`config.mk`:
```
export PLATFORM = sky130hd
export DESIGN_NAME = nanov_spi_mem_ctrl
export DESIGN_NICKNAME = d
export VERILOG_FILES = /design/src/rtl/nanov_spi_mem_ctrl.sv
export SDC_FILE = /design/constraint.sdc
export NUM_CORES = 1
export LEC_CHECK = 0
export ABC_AREA = 1
export BUFFER_PORTS_ARGS = -buffer_cell sky130_fd_sc_hd__clkbuf_2
export CORE_ASPECT_RATIO = 0.8
export CORE_UTILIZATION = 30
export DETAILED_ROUTE_END_ITERATION = 12
export MAX_ROUTING_LAYER = met4
export SETUP_SLACK_MARGIN = 0.4
export SYNTH_ARGS = -nofsm -noshare
export SYNTH_HDL_FRONTEND = slang
export SYNTH_SLANG_ARGS = --single-unit
```
`constraint.sdc`:
```
create_clock -name clk -period 1.5 [get_ports clk]
set_clock_uncertainty 0.1 [all_clocks]
set_input_delay 0.225 -clock clk [delete_from_list [all_inputs] [get_ports clk]]
set_output_delay 0.225 -clock clk [all_outputs]
set_load 0.03 [all_outputs]
```
`src/rtl/nanov_spi_mem_ctrl.sv`:
```
// ============================================================================
// Module      : nanov_spi_mem_ctrl
// Description : SPI mode-0 memory controller (SCK = clk/2) issuing READ/WRITE
//               + address, streaming little-endian 32-bit words with backpressure.
// Revision    : 1.0 - initial release
// ============================================================================
`default_nettype none

module nanov_spi_mem_ctrl #(
    parameter int          ADDR_BITS       = 24,
    parameter int          DESELECT_CYCLES = 2,
    parameter logic [7:0]  READ_CMD        = 8'h03,
    parameter logic [7:0]  WRITE_CMD       = 8'h02
) (
    input  logic                 clk,
    input  logic                 rst,
    input  logic                 start,
    input  logic                 is_write,
    input  logic [ADDR_BITS-1:0] addr,
    input  logic [31:0]          wdata,
    input  logic                 stop,
    output logic                 busy,
    output logic [31:0]          rdata,
    output logic                 rdata_valid,
    input  logic                 rdata_ready,
    output logic                 spi_select,
    output logic                 spi_clk_out,
    output logic                 spi_mosi,
    input  logic                 spi_miso
);

    localparam int TX_W  = 8 + ADDR_BITS + 32;
    localparam int CNT_W = $clog2(ADDR_BITS + 33) + 1;
    localparam int DS_W  = $clog2(DESELECT_CYCLES + 1) + 1;

    localparam logic [CNT_W-1:0] C_CMD_LAST  = CNT_W'(7);
    localparam logic [CNT_W-1:0] C_ADDR_LAST = CNT_W'(ADDR_BITS - 1);
    localparam logic [CNT_W-1:0] C_DATA_LAST = CNT_W'(31);
    localparam logic [DS_W-1:0]  C_DS_LAST   = DS_W'(DESELECT_CYCLES - 1);

    typedef enum logic [2:0] {
        S_IDLE  = 3'd0,
        S_CMD   = 3'd1,
        S_ADDR  = 3'd2,
        S_DATA  = 3'd3,
        S_STALL = 3'd4,
        S_DESEL = 3'd5
    } state_t;

    state_t             state_q, state_d;
    logic               sck_q, sck_d;
    logic               is_write_q, is_write_d;
    logic [CNT_W-1:0]   cnt_q, cnt_d;
    logic [DS_W-1:0]    ds_q, ds_d;
    logic [TX_W-1:0]    tx_q, tx_d;
    logic [31:0]        rx_q, rx_d;
    logic [31:0]        rdata_q, rdata_d;
    logic               rvalid_q, rvalid_d;

    logic [31:0]        w_rx_next;
    logic [CNT_W-1:0]   w_phase_last;
    logic               w_shifting;
    logic               w_word_done;

    // First byte on the wire is bits [7:0]; each byte goes MSB first.
    function automatic logic [31:0] bswap(input logic [31:0] w);
        return {w[7:0], w[15:8], w[23:16], w[31:24]};
    endfunction

    always_comb begin
        state_d     = state_q;
        sck_d       = sck_q;
        is_write_d  = is_write_q;
        cnt_d       = cnt_q;
        ds_d        = ds_q;
        tx_d        = tx_q;
        rx_d        = rx_q;
        rdata_d     = rdata_q;
        rvalid_d    = rvalid_q;
        w_word_done = 1'b0;
        w_rx_next   = {rx_q[30:0], spi_miso};
        w_shifting  = (state_q == S_CMD) || (state_q == S_ADDR) || (state_q == S_DATA);

        case (state_q)
            S_CMD:   w_phase_last = C_CMD_LAST;
            S_ADDR:  w_phase_last = C_ADDR_LAST;
            default: w_phase_last = C_DATA_LAST;
        endcase

        if (rvalid_q && rdata_ready) begin
            rvalid_d = 1'b0;
        end

        case (state_q)
            S_IDLE: begin
                if (start) begin
                    state_d    = S_CMD;
                    sck_d      = 1'b0;
                    cnt_d      = '0;
                    is_write_d = is_write;
                    tx_d       = {(is_write ? WRITE_CMD : READ_CMD), addr,
                                  (is_write ? bswap(wdata) : 32'h0)};
                end
            end
            S_CMD, S_ADDR, S_DATA: begin
                if (!sck_q) begin
                    // The low phase of a word's first bit is where a pending word blocks the stream.
                    if ((state_q == S_DATA) && (cnt_q == '0) && rvalid_q && !rdata_ready) begin
                        state_d = S_STALL;
                    end else begin
                        sck_d = 1'b1;
                    end
                end else begin
                    sck_d = 1'b0;
                    tx_d  = {tx_q[TX_W-2:0], 1'b0};
                    rx_d  = w_rx_next;
                    cnt_d = cnt_q + CNT_W'(1);
                    if (cnt_q == w_phase_last) begin
                        cnt_d = '0;
                        if (state_q == S_CMD) begin
                            state_d = S_ADDR;
                        end else if (state_q == S_ADDR) begin
                            state_d = S_DATA;
                        end else if (is_write_q) begin
                            state_d = S_DESEL;
                            ds_d    = '0;
                        end else begin
                            w_word_done = 1'b1;
                        end
                    end
                end
            end
            S_STALL: begin
                // Stall cycles stand in for the low phase, so resume directly with SCK high.
                if (!rvalid_q || rdata_ready) begin
                    state_d = S_DATA;
                    sck_d   = 1'b1;
                end
            end
            S_DESEL: begin
                ds_d = ds_q + DS_W'(1);
                if (ds_q == C_DS_LAST) begin
                    state_d = S_IDLE;
                end
            end
            default: state_d = S_IDLE;
        endcase

        if (stop && !is_write_q && (w_shifting || (state_q == S_STALL))) begin
            state_d = S_DESEL;
            sck_d   = 1'b0;
            cnt_d   = '0;
            ds_d    = '0;
        end

        if (w_word_done) begin
            rdata_d  = bswap(w_rx_next);
            rvalid_d = 1'b1;
        end
    end

    always_ff @(posedge clk) begin
        if (rst) begin
            state_q    <= S_IDLE;
            sck_q      <= 1'b0;
            is_write_q <= 1'b0;
            cnt_q      <= '0;
            ds_q       <= '0;
            tx_q       <= '0;
            rx_q       <= '0;
            rdata_q    <= '0;
            rvalid_q   <= 1'b0;
        end else begin
            state_q    <= state_d;
            sck_q      <= sck_d;
            is_write_q <= is_write_d;
            cnt_q      <= cnt_d;
            ds_q       <= ds_d;
            tx_q       <= tx_d;
            rx_q       <= rx_d;
            rdata_q    <= rdata_d;
            rvalid_q   <= rvalid_d;
        end
    end

    assign busy        = (state_q != S_IDLE);
    assign spi_select  = (state_q == S_IDLE) || (state_q == S_DESEL);
    assign spi_clk_out = sck_q;
    assign spi_mosi    = w_shifting && tx_q[TX_W-1];
    assign rdata       = rdata_q;
    assign rdata_valid = rvalid_q;

endmodule

`default_nettype wire

```
* Word-level counts from Yosys, hierarchy flattened
Cells that the tools add are included.
** Storage, ports and cells
- Bits in latches :: 0
- Word-level logic and storage cells :: 107
- Output and inout bits :: 37
- Bits in registers :: 143
- Bits of input ports :: 63
- ROM bits :: 0
- Bits in writable memories :: 0
- Memories :: 0
** Operators by class
- Shifts and indexed selects :: 0
- $add $sub $neg :: 2
- Order comparisons :: 0
- Reduce and logical (&&, ||, !) cells :: 31
- Bitwise logic cells :: 0
- Multipliers :: 0
- Div/mod/pow operators :: 0
- Multiplexer cells :: 40
- Eq/ne operators :: 24
** Operators with widths (number)
- $mux W64 :: 2
- $pmux W64 S2 :: 1
- $mux W3 :: 15
- $mux W32 :: 1
- $mux W7 :: 3
- $reduce_and A6 Y1 :: 3
- $ne A2 B2 Y1 const B :: 8
- $pmux W7 S2 :: 1
- $mux W1 :: 13
- $ne A3 B3 Y1 const B :: 4
- $pmux W3 S4 :: 1
- $pmux W5 S2 :: 1
- $ne A4 B4 Y1 const B :: 2
- $add A7 B1 Y7 const B :: 1
- $eq A7 B7 Y1 :: 1
- $logic_and A1 B1 Y1 :: 7
- $logic_not A7 Y1 :: 1
- $eq A3 B1 Y1 const B :: 2
- $eq A3 B2 Y1 const B :: 2
- $eq A3 B3 Y1 const B :: 2
- $ne A6 B6 Y1 const B :: 1
- $pmux W3 S2 :: 1
- $reduce_and A3 Y1 :: 2
- $reduce_bool A2 Y1 :: 3
- 11 further kinds :: 19

* Depth between registers and ports, before layout
- Depth in word-level cells :: 8
- Gate-level depth with buffers :: 13

* Worst setup path before layout
Ideal clock, no wire load.
- Path type :: register to output
- Start :: reg state_q[0]
- End :: out spi_mosi
- Required time :: 1175 ps
- Arrival time :: 1459 ps
- Stages on the path, launching flop included :: 8
- Slack :: -284 ps
- Path through :: dfxtp_1 -> buf_2 -> nor2_2 -> nor2_4 -> inv_1 -> buf_4 -> buf_2 -> nor2_1
** Between the ends
- Longest elaborated chain between the ends :: 4
- Elaborated cells between the ends (all ways) :: 6
- Classes of those cells :: eq/ne (3); reduce/logical (3)
** Ends and longest elaborated chain
- start: declaration :: line 50 : state_t state_q, state_d;
- start signal: assignment :: line 174 : state_q <= state_d;
- $eq A3 B1 Y1 / $eq A3 B2 Y1 (equally long branches) :: line 82 : w_shifting = (state_q == S_CMD) || (state_q == S_ADDR) || (state_q == S_DATA);
- $logic_or A1 B1 Y1 :: line 82
- $logic_or A1 B1 Y1 (*) :: line 82
- $logic_and A1 B1 Y1 (*) :: line 189 : assign spi_mosi = w_shifting && tx_q[TX_W-1];
- end: declaration :: line 28 : output logic spi_mosi,
Every way passes the cells marked *; elsewhere a longest branch is shown, timed or not.

* Worst setup path after layout
- Start :: reg state_q[1]
- End :: reg rdata_q[14], in the netlist rdata[14]
** Between the ends
- Longest elaborated chain between the ends :: 6
- Elaborated cells between the ends (all ways) :: 11
- Classes of those cells :: eq/ne (4); mux (6); reduce/logical (1)
** Ends and longest elaborated chain
- $eq A3 B2 Y1 / $eq A3 B1 Y1 (equally long branches)
- $pmux W5 S2 / $mux W1 (equally long branches) :: line 84, 122
- $eq A7 B7 Y1 / $mux W1 (equally long branches) :: line 118, 120
- $mux W1 :: line 118 : if (cnt_q == w_phase_last) begin
- $mux W1 :: line 106 : if (!sck_q) begin
- $mux W1 (*) :: line 94 : case (state_q)
- end signal: assignment :: line 181 : rdata_q <= rdata_d;
- end: declaration :: line 57 : logic [31:0] rdata_q, rdata_d;
Marked as above.
A chain may end at the register's enable or synchronous reset.

==> run metrics <==
status finished with violations; failing checks setup timing; Multi-input gate area 3588 sq um; I/O Pins 100; vias per inst 5.045; Crit path required time 1700 ps; critical path peak fanout 11; Buf+Inv Stages, Crit Path 3; Hold Fails Final Rpt 0; CTS tree done; Detail Placement HPWL 9477 um; Synth Warn # 0; Avg Synthesized Cell Area 7.578 sq um; FF+latch area 2922 sq um; Worst Hold Depth 4; number of synthesized flops with an enable pin 0; GRT Total Usage 0.1915; height of the die 127.7 um; TritonCTS buffer count 17; Die ar. 20,320 sq um; IO buf count 99; cells on worst reg2reg path 9; final core utilization 0.5817; VDD IR-drop max 824.9 uV; n_diodes 0; total number of vias 6,573; Core ar. 19,140 sq um; cells after synthesis 782; Worst path max stage delay 380 ps; gr ovfl total 0; Rel. slew slack 0.6508; worst skew pair latency 430 ps; Tot Pwr 20,230 uW; final slew viol count 0; Area Growth Syn to Fin 87.92%; Post-synth ARST share 0; clock buffer depth 2; ys flop type dfxtp_1; share of post-route cells with drive strength above 1 0.5091; CP delay by family, top simple AND/OR/NAND/NOR gates; sequential area share after synthesis 0.4831; Critical Path AT 1990 ps; DIE WIDTH 159.1 um; 1st-iter DRT viols 500; WS Path Type reg2reg; worst min path class in2reg; Mapped Nets 849; commonest non-fill, non-tap cell in the layout nand2_1; Max Fclk 560.7 MHz; Synth Register Bits 143; Nets 1,100; clk sinks 143; RePlAce Congestion 0.8562; H-tree depth 4; first-pass GRT wire length 30,230 um; Cell Area, Synth 5926 sq um; Final min period 1783 ps; Post-Route WL 21,690 um; Final WS setup -283.5 ps; drt pass-1 iters 5; Worst path slowest cell dfxtp_4; CTS root buf clkbuf_16; Leak 0.004505 uW; crit-path cells inv_4 -> buf_4 -> nand4_1 -> nand2_2 -> nor2_4 -> nand3_4 -> clkbuf_16 -> o21ai_1 -> a21oi_1; largest net degree at the start of global routing 55; initial core utilization 0.3095; most frequent cells in the layout nand2_1 (106), dfxtp_1 (104), clkbuf_2 (62), dlygate4sd3_1 (57), buf_4 (54); vias in the first global route 6,171; RSZ-0062 raised after global routing yes; final setup fails 145; Tightest Pin Transition 523.8 ps; crit start category flip-flop; Post-route DRC 0; Power Dens Cells 1817 nW/um^2; period utilization 1.189; Crit. End Element flip-flop; post-detailed-route wirelength per cell 16.64 um; number of max-cap violations 0; CP Depth 9; row cnt 45; antenna-violating nets left 0; initial antenna violation count 0; Filler cells 1,518; post-synth cell types 31; CTS clock-pin slew for the worst setup and hold paths 60 ps
[cells by family (layout without fill, tap and decap cells)]
group                      after synthesis  count (layout)  share of synthesized area
AOI/OAI and AO/OA                      242             242                     0.2183
xor gates and xnor gates                 2               2                   0.002957
adders and majority gates                4               4                   0.008446
buffers and inverters                  120             383                    0.09122
DFF                                    143             143                     0.4831
and+or+nand+nor                        271             271                     0.1959
[state kept, by name, indices dropped and copies added, names as in the netlist]
register     flops
tx_q            64
rdata           32
rx_q            31
cnt_q            7
ds_q             3
state_q          3
is_write_q       1
rdata_valid      1
spi_clk_out      1
[repair_timing]
| item | CTS | global route |
|---|---|---|
| buffers inserted | 27 | 17 |
| cloned | 13 | 13 |
| pin swaps | 39 | 70 |
| endpoints found under the setup margin | 180 | 180 |
| gates resized for setup | 241 | 260 |
| hold buffers | 57 | 0 |
| hold endpoints to repair | 58 | 0 |
[final cells by class]
| class | instances | area share |
|---|---|---|
| Clock inverter | 12 | 0.02157 |
| Timing Repair Buffer | 292 | 0.3028 |
| Tap cell | 258 | 0.02899 |
| Multi-Input combinational cell | 519 | 0.3222 |
| Sequential cell | 143 | 0.2624 |
| Inverter | 60 | 0.02315 |
| Clock buffer | 19 | 0.03888 |
[per-stage QoR]
step / instance area (sq um) / setup slack (ps) / hold slack [ps] / instances / setup TNS (ps)
finish: 11140 / -283.5 / 87.98 / 1303 / -24500
global route: 11140 / -408.6 / 94.58 / 1303 / -35010
CTS: 9824 / -255.5 / 81.58 / 1273 / -18750
detailed placement: 7172 / -153.1 / 334.2 / 1145 / -11960
global placement: 7172 / -150.2 / 334.2 / 1145 / -11680
floorplan: 6110 / 26.82 / 267.9 / 782 / 0
[cell usage after synthesis, types with 4 or more instances]
| library cell | count | area [sq um] |
|---|---|---|
| a31oi_1 | 55 | 344.1 |
| dfxtp_1 | 143 | 2863 |
| o21ai_0 | 93 | 465.5 |
| buf_6 | 5 | 56.30 |
| a21oi_1 | 83 | 415.4 |
| nor2_1 | 24 | 90.09 |
| nand2_2 | 5 | 31.28 |
| buf_4 | 7 | 52.55 |
| nand3_1 | 40 | 200.2 |
| nor2_2 | 5 | 31.28 |
| clkbuf_1 | 24 | 90.09 |
| ha_1 | 4 | 50.05 |
| o21ai_1 | 7 | 35.03 |
| buf_2 | 20 | 100.1 |
| inv_1 | 57 | 214.0 |
| nor3_1 | 7 | 35.03 |
| nand4_1 | 4 | 25.02 |
| nand2_1 | 178 | 668.1 |
[worst reg2reg max path: stages (launching register included)]
cell and delay (ps):
dfxtp_4 380, inv_4 50, buf_4 140, nand4_1 120
nand2_2 80, nor2_4 150, nand3_4 190, clkbuf_16 250
o21ai_1 140, a21oi_1 60
[per-layer routing]
metal  GRT usage  vias up  wire length (um)
li1            -     3155                 -
met1      0.2389     3155              9570
met2      0.3047      192             10390
met3     0.04173       71               924
met4     0.07183        0               797
met5           -        -                 0
[report_power, final]
group	switching [uW]	internal [uW]	total, uW
clock	1650	3270	4910
combinational	4910	5240	10200
sequential	510	4650	5160
[final timing paths]
check	start	endpoint	slack [ps]
hold reg to reg	rdata[20]	rdata[20]	350
setup / recovery	state_q[1]	rdata[14]	-280
hold / removal	rst	rdata[0]	90
setup reg to reg	state_q[1]	rdata[14]	-280
(Power assumes the default switching activity.)
